**config.mk**
```make
export PLATFORM = sky130hd
export DESIGN_NAME = car_alarm_annunciator_flat
export DESIGN_NICKNAME = d
export VERILOG_FILES = /design/src/rtl/car_alarm_annunciator_if.sv /design/src/rtl/car_alarm_annunciator.sv /design/src/flat_wrapper.sv
export SDC_FILE = /design/constraint.sdc
export NUM_CORES = 1
export LEC_CHECK = 0
export CORE_UTILIZATION = 40
export DETAILED_ROUTE_END_ITERATION = 10
export PLACE_DENSITY_LB_ADDON = 0.25
export SLEW_MARGIN = 20
export SYNTH_ARGS = -nofsm -noshare
export SYNTH_HDL_FRONTEND = slang
export SYNTH_SLANG_ARGS = --single-unit
```
**constraint.sdc**
```tcl
create_clock -name clk -period 2.19 [get_ports clk]
set_input_delay 0.219 -clock clk [delete_from_list [all_inputs] [get_ports clk]]
set_output_delay 0.219 -clock clk [all_outputs]
set_load 0.03 [all_outputs]
```
**src/rtl/car_alarm_annunciator_if.sv**
```systemverilog
// Signal bundle between the alarm detector / driver controls and the annunciator.
interface car_alarm_annunciator_if;
    logic       CarAlarmSignal;
    logic       SilenceButton;
    logic       BuzzerOut;
    logic       WarningLamp;
    logic       AlarmActive;
    logic [3:0] BeepCount;

    modport master (
        output CarAlarmSignal,
        output SilenceButton,
        input  BuzzerOut,
        input  WarningLamp,
        input  AlarmActive,
        input  BeepCount
    );

    modport slave (
        input  CarAlarmSignal,
        input  SilenceButton,
        output BuzzerOut,
        output WarningLamp,
        output AlarmActive,
        output BeepCount
    );
endinterface

```
**src/rtl/car_alarm_annunciator.sv**
```systemverilog
// Debounced car alarm annunciator: beeps a fixed number of times, then holds the lamp on
// until the alarm request drops. Outputs are decoded from registered state only.
module car_alarm_annunciator #(
    parameter int unsigned DEBOUNCE_CYCLES = 4,
    parameter int unsigned BEEP_ON_CYCLES  = 8,
    parameter int unsigned BEEP_OFF_CYCLES = 8,
    parameter int unsigned MAX_BEEPS       = 6
) (
    input logic                    clk,
    input logic                    reset,
    car_alarm_annunciator_if.slave alarm_bus
);

    typedef enum logic [2:0] {IDLE, QUALIFY, BEEP_ON, BEEP_OFF, SILENCED} state_e;

    localparam logic [3:0] DebLast  = 4'(DEBOUNCE_CYCLES - 1);
    localparam logic [7:0] OnLast   = 8'(BEEP_ON_CYCLES - 1);
    localparam logic [7:0] OffLast  = 8'(BEEP_OFF_CYCLES - 1);
    localparam logic [3:0] MaxBeeps = 4'(MAX_BEEPS);

    state_e     r_state, w_state_d;
    logic [3:0] r_deb, w_deb_d;
    logic [7:0] r_timer, w_timer_d;
    logic [3:0] r_beeps, w_beeps_d;

    logic       w_alarm, w_silence;
    logic       w_buzzer, w_lamp, w_active;

    assign w_alarm   = alarm_bus.CarAlarmSignal;
    assign w_silence = alarm_bus.SilenceButton;

    always_ff @(posedge clk or posedge reset) begin
        if (reset) begin
            r_state <= IDLE;
            r_deb   <= 4'd0;
            r_timer <= 8'd0;
            r_beeps <= 4'd0;
        end else begin
            r_state <= w_state_d;
            r_deb   <= w_deb_d;
            r_timer <= w_timer_d;
            r_beeps <= w_beeps_d;
        end
    end

    // Alarm drop outranks the silence button in every annunciating state.
    always_comb begin
        w_state_d = r_state;
        w_deb_d   = r_deb;
        w_timer_d = r_timer;
        w_beeps_d = r_beeps;
        unique case (r_state)
            IDLE: begin
                if (w_alarm) begin
                    w_state_d = QUALIFY;
                    w_deb_d   = 4'd1;
                end
            end
            QUALIFY: begin
                if (!w_alarm) begin
                    w_state_d = IDLE;
                    w_deb_d   = 4'd0;
                end else if (r_deb == DebLast) begin
                    w_state_d = BEEP_ON;
                    w_deb_d   = 4'd0;
                    w_timer_d = 8'd0;
                end else begin
                    w_deb_d = r_deb + 4'd1;
                end
            end
            BEEP_ON: begin
                if (!w_alarm) begin
                    w_state_d = IDLE;
                    w_timer_d = 8'd0;
                    w_beeps_d = 4'd0;
                end else if (w_silence) begin
                    w_state_d = SILENCED;
                    w_timer_d = 8'd0;
                end else if (r_timer == OnLast) begin
                    w_state_d = BEEP_OFF;
                    w_timer_d = 8'd0;
                    if (r_beeps < MaxBeeps) begin
                        w_beeps_d = r_beeps + 4'd1;
                    end
                end else begin
                    w_timer_d = r_timer + 8'd1;
                end
            end
            BEEP_OFF: begin
                if (!w_alarm) begin
                    w_state_d = IDLE;
                    w_timer_d = 8'd0;
                    w_beeps_d = 4'd0;
                end else if (w_silence) begin
                    w_state_d = SILENCED;
                    w_timer_d = 8'd0;
                end else if (r_timer == OffLast) begin
                    w_state_d = (r_beeps >= MaxBeeps) ? SILENCED : BEEP_ON;
                    w_timer_d = 8'd0;
                end else begin
                    w_timer_d = r_timer + 8'd1;
                end
            end
            SILENCED: begin
                if (!w_alarm) begin
                    w_state_d = IDLE;
                    w_timer_d = 8'd0;
                    w_beeps_d = 4'd0;
                end
            end
            default: begin
                w_state_d = IDLE;
                w_deb_d   = 4'd0;
                w_timer_d = 8'd0;
                w_beeps_d = 4'd0;
            end
        endcase
    end

    always_comb begin
        w_buzzer = 1'b0;
        w_lamp   = 1'b0;
        w_active = 1'b0;
        unique case (r_state)
            BEEP_ON: begin
                w_buzzer = 1'b1;
                w_lamp   = 1'b1;
                w_active = 1'b1;
            end
            BEEP_OFF: begin
                w_active = 1'b1;
            end
            SILENCED: begin
                w_lamp   = 1'b1;
                w_active = 1'b1;
            end
            default: begin
                w_buzzer = 1'b0;
            end
        endcase
    end

    assign alarm_bus.BuzzerOut   = w_buzzer;
    assign alarm_bus.WarningLamp = w_lamp;
    assign alarm_bus.AlarmActive = w_active;
    assign alarm_bus.BeepCount   = r_beeps;

endmodule

```
**src/flat_wrapper.sv**
```systemverilog
// flat-port wrapper written by rule: the top's interface ports become plain ports
module car_alarm_annunciator_flat 
#(
    parameter int unsigned DEBOUNCE_CYCLES = 4,
    parameter int unsigned BEEP_ON_CYCLES  = 8,
    parameter int unsigned BEEP_OFF_CYCLES = 8,
    parameter int unsigned MAX_BEEPS       = 6
)
  (clk, reset, alarm_bus_CarAlarmSignal, alarm_bus_SilenceButton, alarm_bus_BuzzerOut, alarm_bus_WarningLamp, alarm_bus_AlarmActive, alarm_bus_BeepCount);
  car_alarm_annunciator_if alarm_bus_i ();
  input logic clk;
  input logic reset;
  input wire logic [$bits(alarm_bus_i.CarAlarmSignal)-1:0] alarm_bus_CarAlarmSignal;
  input wire logic [$bits(alarm_bus_i.SilenceButton)-1:0] alarm_bus_SilenceButton;
  output wire logic [$bits(alarm_bus_i.BuzzerOut)-1:0] alarm_bus_BuzzerOut;
  output wire logic [$bits(alarm_bus_i.WarningLamp)-1:0] alarm_bus_WarningLamp;
  output wire logic [$bits(alarm_bus_i.AlarmActive)-1:0] alarm_bus_AlarmActive;
  output wire logic [$bits(alarm_bus_i.BeepCount)-1:0] alarm_bus_BeepCount;
  assign alarm_bus_i.CarAlarmSignal = alarm_bus_CarAlarmSignal;
  assign alarm_bus_i.SilenceButton = alarm_bus_SilenceButton;
  assign alarm_bus_BuzzerOut = alarm_bus_i.BuzzerOut;
  assign alarm_bus_WarningLamp = alarm_bus_i.WarningLamp;
  assign alarm_bus_AlarmActive = alarm_bus_i.AlarmActive;
  assign alarm_bus_BeepCount = alarm_bus_i.BeepCount;
  car_alarm_annunciator #(.DEBOUNCE_CYCLES(DEBOUNCE_CYCLES), .BEEP_ON_CYCLES(BEEP_ON_CYCLES), .BEEP_OFF_CYCLES(BEEP_OFF_CYCLES), .MAX_BEEPS(MAX_BEEPS)) u_core (.clk(clk), .reset(reset), .alarm_bus(alarm_bus_i));
endmodule
```
==> reports/metrics.cfg, run 1 <==
[run_status]
status=finished, final reports clean

[setup_path]
start_kind=flop
cp_max_fo=13
reg2reg_slack_ns=0.45
rr_startpoint=u_core.r_timer[0]
worstPathArrival_ns=1.87
worstRegToRegCells=5
critPathRequiredTime_ns=1.97
crit_type=flop to output pin
end_kind=output pin
r2r-end=u_core.r_timer[3]

[pwr]
p_leak_uw=0.000563
powerDensity_nw_per_um2=620
ir_drop_v=0.000434

[cells_and_area]
multi_input_area_um2=652
layout_commonest_cell=dfrtp_1
fin_cells=164
final-seq-area_um2=477
fill_cells=265
layout_common_cells=18 x dfrtp_1, 11 x a21oi_1, 10 x o21ai_1, 10 x nor2_1, 10 x clkdlybuf4s50_1
drive_above_1_share_pct=10.5
syn_to_final_growth_pct=12.9
nets=142
antenna_cells=0

[synth]
yosysWarningCount=0
synthesis.area_um2=1160
yosysSeqAreaShare_pct=41.1
async_reset_ff_share_pct=100
ys_seq_elements=19
synth_edf_count=0
syn_nets=131
ys.flop_type=dfrtp_1
post-synth-top-area-fraction_pct=41.1
synth_cell_type_count=41
synth_area_leaders=dfrtp_1 41%, a21oi_1 4.8%, ha_1 4.3%, o21ai_1 4.3%, nor2_1 3.6%
post_synth.cell_area_avg_um2=9.41
synth_cells=123
synth_top_cell_by_area=dfrtp_1

[grt]
grt_usage_pct=16.5
antenna_found_initial=0
grt_pass1_vias=925
grt_max_degree=20
grt_overflow=0
grt_pass1_wl_um=4040

[routing]
firstDrtPassIters=4
drc=0
wl_per_cell_um=14.4
wl_um=2360
viasPerCell=5.89
ant_nets=0
drtIter0Drc=14
vias=966

[die]
die_y_um=55.8
dieWidth_um=55.8
die_area_um2=3110
start_util_pct=42.0
io_pins=11
rows=19
core-area_um2=2760

[clock_network]
clock-sinks=19
clkTransAtPathRegs_ns=0.12
numCtsBuffers=3
postCtsResizedCells=1
cts_root_buf=clkbuf_4
htreeDepth=1
cts_tree=yes
post_cts_buffers=0
clockBufferDepth=2
clk_latency_ns=0.31
hold_buffers=0

[timing]
setup_viol=0
setup_tns_ns=0
grt_setup_unrepaired=false
period_needed_ns=2.08
hold_ws_ns=0.319
slew_headroom_pct=50.9
slew_viol_final=0
worst_slew_pin_slew_ns=0.736
fmax_mhz=480
skew_ns=0.00873
min_period_over_period_pct=95.2
hold_viol=0

[place]
dp_cells=160
hpwl_um=1780
placement.io_buffers=10
routabilityCongestion=0.800

[hold_path]
hp-class=primary input to async pin

[run]
drv_cap=0

[worst max-delay path, cell delays in order, from the launching register on]
cell and delay [ns]:
dfrtp_2 0.53, nor2b_1 0.24, a21o_1 0.13, clkdlybuf4s50_1 0.67
[through the flow]
step / worst slack (ns) / instance area, um2 / total power [uW] / util (%)
after floorplan: 0.651 / 1160 / 573 / -
after global placement: 0.339 / 1270 / 628 / 46.2
after detailed placement: 0.308 / 1270 / 637 / 46.2
after CTS: 0.0403 / 1300 / 815 / 47.3
after global routing: 0.0166 / 1310 / 863 / 47.4
final: 0.105 / 1310 / 810 / 47.4
[flip-flops by register name, summed over array words and instances (netlist names)]
register,cells
u_core.r_state,3
u_core.r_timer,8
u_core.alarm_bus.BeepCount,4
u_core.r_deb,4
[cells by family (layout without fill, tap and decap cells)]
group / after synthesis / count (layout) / synth area share (%)
and+or+nand+nor: 46 / 46 / 25.2
muxes: 1 / 1 / 0.973
buffers and inverters: 7 / 17 / 2.81
xor gates and xnor gates: 1 / 1 / 0.757
AOI/OAI and AO/OA: 45 / 45 / 24.9
adders and majority gates: 4 / 4 / 4.32
DFF: 19 / 19 / 41.1
[power breakdown]
part	internal, uW	total (uW)	switching, uW
registers	392	444	51.7
logic	81.0	183	102
clock network	68.2	183	115
[per-layer routing]
layer / routed length, um / global-route usage, %
met5: 0 / 0
met4: 20 / 6.07
met3: 79 / 5.12
met2: 1100 / 25.6
met1: 1160 / 21.5
[cell usage after synthesis, types with 2 or more instances]
cell type,count
dfrtp_1,19
a21oi_1,11
nor2_1,11
o21ai_1,10
nand2_1,8
a31oi_1,6
ha_1,4
nand3_1,4
a21o_1,3
inv_1,3
nand2b_1,3
nand4bb_1,3
o21ai_0,3
a22o_1,2
a41oi_1,2
and3_1,2
buf_2,2
nand4_1,2
nor3b_2,2
o31ai_1,2
[final cells by class]
cell class	instances	share of cell area, %
Clock buffer	3	1.72
Clock inverter	1	0.383
Sequential cell	19	36.5
Timing Repair Buffer	10	7.66
Inverter	3	0.862
Multi-Input combinational cell	97	49.9
Tap cell	31	2.97
[worst max path at each step]
stage,from,to
finish,u_core.r_state[1],alarm_bus_AlarmActive
global route,u_core.r_state[1],alarm_bus_AlarmActive
CTS,u_core.r_state[0],alarm_bus_AlarmActive
detailed placement,alarm_bus_CarAlarmSignal,u_core.r_timer[3]
global placement,u_core.r_state[1],alarm_bus_AlarmActive
floorplan,u_core.r_state[0],alarm_bus_BuzzerOut
Power figures use the tool's default switching activity.
==> run 2: changes to the inputs <==
ABC_AREA = 1   (was not set)
DONT_BUFFER_PORTS = 1   (was not set)
GPL_TIMING_DRIVEN = 0   (was not set)
==> run 2 against run 1 <==
Against the previous run: clock power grew 4%; fmax up 4.1%; final cell count rose by 46%; sequential power is 14% higher; flip-flop and latch count did not move; critical path type unchanged; critical endpoint is now alarm_bus_WarningLamp; highest routed layer unchanged.
==> reports/metrics.cfg, run 2 <==
[place]
routabilityCongestion=0.843  ; was 0.800
hpwl_um=2220  ; was 1780 um
placement.io_buffers=0  ; was 10
place_area_um2=1370  ; was 1270 um2
place_ws_ns=0.539  ; was 0.308 ns
dp_cells=235  ; was 160

[clock_network]
clk_latency_ns=0.31  ; about the same
cts_tree=yes  ; unchanged
clock-sinks=19  ; unchanged
clockBufferDepth=2  ; unchanged
numCtsBuffers=3  ; unchanged
postCtsResizedCells=0  ; was 1
htreeDepth=1  ; unchanged
cts_root_buf=clkbuf_4  ; unchanged
post_cts_buffers=0  ; unchanged
clkTransAtPathRegs_ns=0.11  ; was 0.12 ns

[synth]
synthMuxAreaShare_pct=0  ; was 0.973%
synth_top_cell_by_area=dfrtp_1  ; unchanged
synth_compound_area_share_pct=5.51  ; was 24.9%
syn_nets=199  ; was 131
synth_top_family_by_area=simple AND/OR/NAND/NOR gates  ; unchanged
synth-adder-area-share_pct=3.80  ; was 4.32%
ys_seq_elements=19  ; unchanged
post-synth-top-count-cell=nand2_1  ; was dfrtp_1
ys.flop_type=dfrtp_1  ; unchanged
synth_edf_count=0  ; unchanged
post-synth-top-area-fraction_pct=36.1  ; was 41.1%
yosysSeqAreaShare_pct=36.1  ; was 41.1%
post_synth.cell_area_avg_um2=6.89  ; was 9.41 um2
synth_cells=191  ; was 123
synth_cell_type_count=25  ; was 41
async_reset_ff_share_pct=100  ; unchanged
synth_common_cells=53 x nand2_1, 30 x nand3_1, 23 x inv_1  ; was 19 x dfrtp_1, 11 x a21oi_1, 11 x nor2_1
synth_xor_area_share_pct=0.665  ; was 0.757%
synthesis.area_um2=1320  ; was 1160 um2
yosys.area_share.simple_pct=46.4  ; was 25.2%
yosysWarningCount=0  ; unchanged
synth_area_leaders=dfrtp_1 36%, nand2_1 15%, nand3_1 11%, inv_1 6.6%, nor2_1 6.0%  ; was dfrtp_1 41%, a21oi_1 4.8%, ha_1 4.3%, o21ai_1 4.3%, nor2_1 3.6%

[routing]
wl_met1_um=1330  ; was 1160 um
vias=1214  ; was 966
wl_met3_um=78  ; was 79 um
wl_met2_um=1440  ; was 1100 um
ant_nets=0  ; unchanged
viasPerCell=5.06  ; was 5.89
drtIter0Drc=67  ; was 14
wl_um=2900  ; was 2360 um
wl_per_cell_um=12.1  ; was 14.4 um
drc=0  ; unchanged
firstDrtPassIters=4  ; unchanged
routed.top_layer=met4  ; unchanged

[setup_path]
end_kind=output pin  ; unchanged
critPathRequiredTime_ns=1.97  ; about the same
cp_max_fo=6  ; was 13
worstPathArrival_ns=1.78  ; was 1.87 ns
reg2reg_slack_ns=0.52  ; was 0.45 ns
start_kind=flop  ; unchanged
crit_type=flop to output pin  ; unchanged

[cells_and_area]
fin_util_pct=45.7  ; was 47.4%
top_register=u_core.r_timer  ; unchanged
layout_common_cells=53 x nand2_1, 30 x nand3_1, 23 x inv_1, 21 x nor2_1, 19 x dfrtp_1  ; was 18 x dfrtp_1, 11 x a21oi_1, 10 x o21ai_1, 10 x nor2_1, 10 x clkdlybuf4s50_1
fin_cells=240  ; was 164
layout_commonest_cell=nand2_1  ; was dfrtp_1
largest_register_ffs=8  ; unchanged
nets=205  ; was 142
multi_input_area_um2=742  ; was 652 um2
drive_above_1_share_pct=11.2  ; was 10.5%
fill_cells=307  ; was 265
syn_to_final_growth_pct=6.94  ; was 12.9%
final-seq-area_um2=475  ; was 477 um2
fin_area_um2=1410  ; was 1310 um2
antenna_cells=0  ; unchanged

[grt]
antenna_found_initial=0  ; unchanged
grt_overflow=0  ; unchanged
grt_pass1_wl_um=5090  ; was 4040 um
grt_usage_pct=19.5  ; was 16.5%
grt_pass1_vias=1169  ; was 925
grt_max_degree=20  ; unchanged

[timing]
grt_setup_unrepaired=false  ; unchanged
skew_ns=0.00177  ; was 0.00873 ns
period_needed_ns=2.00  ; was 2.08 ns
hold_viol=0  ; unchanged
slew_headroom_pct=51.2  ; was 50.9%
timing.final.ws_setup_ns=0.187  ; was 0.105 ns
setup_viol=0  ; unchanged
fmax_mhz=499  ; was 480 MHz
slew_viol_final=0  ; unchanged
worst_slew_pin_slew_ns=0.732  ; was 0.736 ns
min_period_over_period_pct=91.5  ; was 95.2%
setup_tns_ns=0  ; unchanged

[die]
start_util_pct=42.8  ; was 42.0%
core-area_um2=3080  ; was 2760 um2
die_y_um=59.4  ; was 55.8 um
die_area_um2=3520  ; was 3110 um2
dieWidth_um=59.4  ; was 55.8 um
rows=20  ; was 19
io_pins=11  ; unchanged

[pwr]
powerDensity_nw_per_um2=925  ; was 620 nW/um2
p_leak_uw=0.000743  ; was 0.000563 uW
ir_drop_v=0.000389  ; was 0.000434 V

[run]
drv_cap=0  ; unchanged

[run_status]
status=finished, final reports clean  ; unchanged

[hold_path]
hp-class=primary input to flop  ; was primary input to async pin

run 2: cell count changes after synthesis, moves of 6 or more:
cell and change:
nand2_1 +45, nand3_1 +26, inv_1 +20, nor2_1 +10, o21ai_1 -9, a21oi_1 -8
a31oi_1 -6, nand2_2 +6
run 2: kinds of logic after synthesis:
| group | after synthesis |
|---|---|
| flops | 19 |
| xor+xnor | 1 |
| buf+inv | 26 |
| fa+ha+maj | 4 |
| compound gates | 13 |
| simple gates | 128 |
run 2: area by class of cell:
class / count / share of cell area, %
plain buffers: 1 / 0.356
clock buffers: 4 / 1.87
inverters: 25 / 6.67
multi-input cells: 146 / 52.7
flip-flops and latches: 19 / 33.8
well taps: 44 / 3.91
repair buffers: 1 / 0.711
run 2: layer usage:
layer | global-route usage (%) | vias up
met3 | 2.62 | 5
met4 | 8.84 | 0
met5 | 0 | -
li1 | - | 625
met1 | 24.6 | 565
met2 | 32.9 | 19
run 2: timing repair:
item,4_1_cts,5_1_grt
hold buffers,1,0
endpoints found under the hold margin,19,0
setup endpoints to repair,0,0
run 2: final timing paths:
kind                                               from                             to  cells past startpoint
worst max-delay path                  u_core.r_state[0]          alarm_bus_WarningLamp                      3
worst min-delay path            alarm_bus_SilenceButton              u_core.r_timer[4]                      3
worst max register to register        u_core.r_state[0]  u_core.alarm_bus.BeepCount[0]                      7
worst min register to register        u_core.r_timer[1]              u_core.r_timer[1]                      2
max in group asynchronous                         reset              u_core.r_timer[2]                      2
min in group asynchronous                         reset              u_core.r_state[2]                      2
run 2: worst max-delay path, cell delays in order, from the launching register on:
cell and delay, ns:
dfrtp_1 0.47, nor3_2 0.60, inv_1 0.14, nand2_1 0.26
run 2: through the flow:
stage	hold slack, ns	power [uW]
global placement	0.278	1090
floorplan	0.170	994
finish	0.0608	1300
global route	0.0720	1410
CTS	0.0573	1310
detailed placement	0.294	1110
run 2: where the power goes:
group	leakage (uW)	switching, uW	total (uW)	internal [uW]
sequential	0.000259	99.2	508	409
combinational	0.000469	419	602	183
clock	0.0000150	120	191	71.3
total	0.000743	638	1300	663
==> run 3: changes to the inputs <==
CAP_MARGIN = 0   (was not set)
==> results of run 3 <==
Same layout as run 2: the final DEF is identical, and so are final timing and power.
